`src/rtl/edge_interval_timer.sv`:
```
// rtl/edge_interval_timer.sv - cycle count between successive edge pulses
// Each measured interval goes to a 1-deep valid/ready register; losses from back-pressure set a sticky flag.
module edge_interval_timer #(
  parameter int WIDTH = 16
) (
  input  logic             clk,
  input  logic             reset,
  input  logic             in,
  input  logic             enable,
  output logic [WIDTH-1:0] interval,
  output logic             valid,
  input  logic             ready,
  output logic             overrun,
  input  logic             clear_overrun
);

  typedef enum logic {
    IDLE  = 1'b0,
    COUNT = 1'b1
  } state_t;

  localparam logic [WIDTH-1:0] CNT_ONE = WIDTH'(1);
  localparam logic [WIDTH-1:0] CNT_MAX = '1;

  state_t           state;
  state_t           state_next;
  logic [WIDTH-1:0] cnt;
  logic [WIDTH-1:0] cnt_next;
  logic             capture;
  logic             load;
  logic             drop;

  always_ff @(posedge clk or posedge reset) begin
    if (reset) begin
      state <= IDLE;
    end else begin
      state <= state_next;
    end
  end

  always_comb begin
    state_next = state;
    case (state)
      IDLE:    if (enable && in) state_next = COUNT;
      COUNT:   if (!enable) state_next = IDLE;
      default: state_next = IDLE;
    endcase
  end

  // The pulse that closes one interval also opens the next, so cnt restarts at 1.
  always_comb begin
    cnt_next = '0;
    capture  = 1'b0;
    case (state)
      IDLE: begin
        if (enable && in) cnt_next = CNT_ONE;
      end
      COUNT: begin
        if (enable) begin
          if (in) begin
            capture  = 1'b1;
            cnt_next = CNT_ONE;
          end else if (cnt == CNT_MAX) begin
            cnt_next = cnt;
          end else begin
            cnt_next = cnt + CNT_ONE;
          end
        end
      end
      default: ;
    endcase
    load = capture && (!valid || ready);
    drop = capture && valid && !ready;
  end

  always_ff @(posedge clk or posedge reset) begin
    if (reset) begin
      cnt <= '0;
    end else begin
      cnt <= cnt_next;
    end
  end

  // A load may coincide with a transfer; valid then stays high with the new sample.
  always_ff @(posedge clk or posedge reset) begin
    if (reset) begin
      interval <= '0;
      valid    <= 1'b0;
      overrun  <= 1'b0;
    end else begin
      if (load) begin
        interval <= cnt;
        valid    <= 1'b1;
      end else if (valid && ready) begin
        valid <= 1'b0;
      end
      if (drop) begin
        overrun <= 1'b1;
      end else if (clear_overrun) begin
        overrun <= 1'b0;
      end
    end
  end

endmodule

```
`config.mk`:
```
export PLATFORM = sky130hd
export DESIGN_NAME = edge_interval_timer
export DESIGN_NICKNAME = d
export VERILOG_FILES = /design/src/rtl/edge_interval_timer.sv
export SDC_FILE = /design/constraint.sdc
export NUM_CORES = 1
export LEC_CHECK = 0
export BUFFER_PORTS_ARGS = -buffer_cell sky130_fd_sc_hd__clkbuf_2
export CAP_MARGIN = 20
export CORE_UTILIZATION = 50
export CTS_CLUSTER_SIZE = 8
export DETAILED_ROUTE_END_ITERATION = 10
export PLACE_DENSITY_LB_ADDON = 0.3
export SLEW_MARGIN = 20
export SYNTH_ARGS = -nofsm -noshare
export SYNTH_HDL_FRONTEND = slang
export SYNTH_SLANG_ARGS = --single-unit
export TNS_END_PERCENT = 50
```
`constraint.sdc`:
```
create_clock -name clk -period 3.2 [get_ports clk]
set_input_delay 0.64 -clock clk [delete_from_list [all_inputs] [get_ports clk]]
set_output_delay 0.64 -clock clk [all_outputs]
set_load 0.02 [all_outputs]
```
==> run metrics <==
top_reg_cell synth dfrtp_1; R2R Path Start cnt[2]$_DFFE_PP0P_; Post-Synth Adder-Cell Area less than 1%; Final Wtd Congestion 0.894; htree depth 2; Slew headroom 37.9%; placed cell count 207; Setup-failing EPs final 0; hold_buf cts 0; DPL Wire Length 2080 um; main combinational cell family by area after synthesis simple AND/OR/NAND/NOR gates; CP max stage cell nor3_1; Starting Density between 50% and 60%; Pre-antenna DRT Iters 4; fin cells between 200 and 250; post_cts resized 0; Req. time, crit path 3.42 ns; Critical Path Fanout Max 9; post-synthesis simple-gate area fraction 16.9%; f_max 0.509 GHz; top cell type's share of synthesized area 53.9%; critical path depth 4; Leakage 0.877 nW; power density cells 392 nW/um2; proportion of synthesized area in mux cells about an eighth; top sig layer met4; WL met2 roughly 1400 um; final instance area 1800 um2; final period utilization 61.4%; Buf/Inv on CP 0; Yosys top cell by area dfrtp_1; Clock Latency Late Sink 0.33 ns; final hold vios 0; ys async rst share 100%; Netlist cell types 36; worst path arrival time approximately 2.2 ns; CP Class reg -> reg; clock skew 0.00574 ns; Vias 1216; Die Y-Extent 59.0 um; Post-Route M1 WL ~1300 um; FF-to-FF End cnt[13]$_DFFE_PP0P_; min Tclk post-route 1.97 ns; Post-Syn Nets 153; Crit path max-delay family simple AND/OR/NAND/NOR gates; CP cell instances nand4_1 > nor3_1 > a31oi_1 > a41o_1; pins over their slew limit 0; setup_tns 0 ns; RSZ-0062 raised after global routing false; Inserted Diodes 0; Detailed Route Iter0 Violations 39; Nets around 180; detailed-route DRC error count 0; clock-pin slew on the worst setup and hold paths 0.09 ns; Post-Synthesis Cells 146; area delta synth->final 11.0%; r2r setup slk 1.23 ns; Max stage delay on crit path 0.79 ns; # IOs 24; CTS tree yes; XOR/XNOR Fraction of Synth Area 0.539%; Commonest cells post-synth dfrtp_1 (35), mux2_2 (16), nand2_1 (11); Syn. warnings 0; max cap viols 0; Slew @ Worst Pin slightly above 0.9 ns; Placement Rows 20; GR Overflow Total 0; worst vdd ir 284 uV; IO Port Bufs 23; global-route wire length before repair 4970 um; core footprint between 3000 and 4000 um2; met3 wire length ~150 um; detailed-route wire length 2920 um; synth top area cells dfrtp_1 (54%), mux2_2 (11%), a31oi_1 (2.7%); startpoint types flip-flop; placed inst area between 1500 and 2000 um2; total CTS buffers 5; Total Routing Usage GR 19.6%; final core occ about three fifths; via/cell ratio 5.71; Syn Area/Cell approximately 11 um2; antenna-violating nets left 0; Yosys reg bits 35; die width 59.0 um; vias in the first global route 1131; cell count of the worst reg-to-reg path 4; clk buf depth 2; synthesized cell area 1630 um2; post-synthesis sequential area ratio 53.9%; EDFF count, synth 0; Setup Buffers After CTS 0; HP Class in -> async; CTS Sinks 35; count leader, synth dfrtp_1; Synth Area in Compound Gates 11.3%; Critical Path Sink Type flip-flop; largest net degree at the start of global routing 19; status completed; Root Buffer clkbuf_4; fill cell count 269; drt wl/cell between 10 and 15 um; initial antenna violation count 0; share of cells above drive strength 1 29.0%; die area roughly 3500 um2
-- cells in the final DEF (no fill, tap or decap), types with 3 or more instances in the layout --
master    Yosys  final
a211oi_1      3      3
a21oi_1       5      5
a31oi_1       7      7
a41o_1        3      3
clkbuf_2      0     23
clkbuf_4      0      5
dfrtp_1      35     35
inv_1         6      6
mux2_2       16     16
nand2_1      11     11
nand3_1       7      7
nand4_1       4      4
nor2_1        7      7
nor2b_1       3      3
o21ai_0       5      5
-- logic make-up after synthesis --
kind of cell,after synthesis
buffers and inverters,14
xor gates and xnor gates,1
adders and majority gates,1
muxes,18
DFF,35
AOI/OAI and AO/OA,28
and+or+nand+nor,49
-- power by group --
| part | total [W] | internal (W) | switching [W] | leakage (nW) |
|---|---|---|---|---|
| Combinational | 0.0000444 | 0.0000163 | 0.0000280 | 0.369 |
| Sequential | 0.000455 | 0.000449 | 0.00000613 | 0.484 |
| Clock | 0.000208 | 0.0000780 | 0.000130 | 0.0242 |
-- area by class of cell --
type | instances | area (um2) | area share (%)
Multi-Input combinational cell | 97 | 679 | 37.7
Inverter | 6 | 22.5 | 1.25
Timing Repair Buffer | 25 | 130 | 7.21
Tap cell | 44 | 55.1 | 3.05
Clock buffer | 6 | 41.3 | 2.29
Sequential cell | 35 | 876 | 48.5
-- flip-flops by register name, indices dropped and copies added (netlist names) --
| register | cells |
|---|---|
| overrun | 1 |
| state | 1 |
| valid | 1 |
| interval | 16 |
| cnt | 16 |
-- per-stage QoR --
stage          setup slack (ns)  hold slack (ns)  power, W
5_1_grt                    1.06            0.438  0.000740
2_1_floorplan              1.32            0.499  0.000494
4_1_cts                    1.24            0.394  0.000719
6_report                   1.23            0.381  0.000707
3_5_place_dp               1.13            0.495  0.000510
3_3_place_gp               1.22            0.489  0.000508
-- worst max path at each step --
stage / from / end / slack, ns
5_1_grt: cnt[2]$_DFFE_PP0P_ / cnt[9]$_DFFE_PP0P_ / 1.06
6_report: cnt[2]$_DFFE_PP0P_ / cnt[13]$_DFFE_PP0P_ / 1.23
2_1_floorplan: enable / cnt[10]$_DFFE_PP0P_ / 1.32
4_1_cts: cnt[2]$_DFFE_PP0P_ / cnt[13]$_DFFE_PP0P_ / 1.24
3_5_place_dp: in / cnt[6]$_DFFE_PP0P_ / 1.13
3_3_place_gp: enable / cnt[10]$_DFFE_PP0P_ / 1.22
-- routing by layer --
layer  global-route usage, %  vias up
met1                    24.0      587
met3                    7.42        6
li1                        -      581
met4                    7.82        0
met5                       0        -
met2                    31.3       42
No activity file was read; power rests on OpenSTA's default activity.
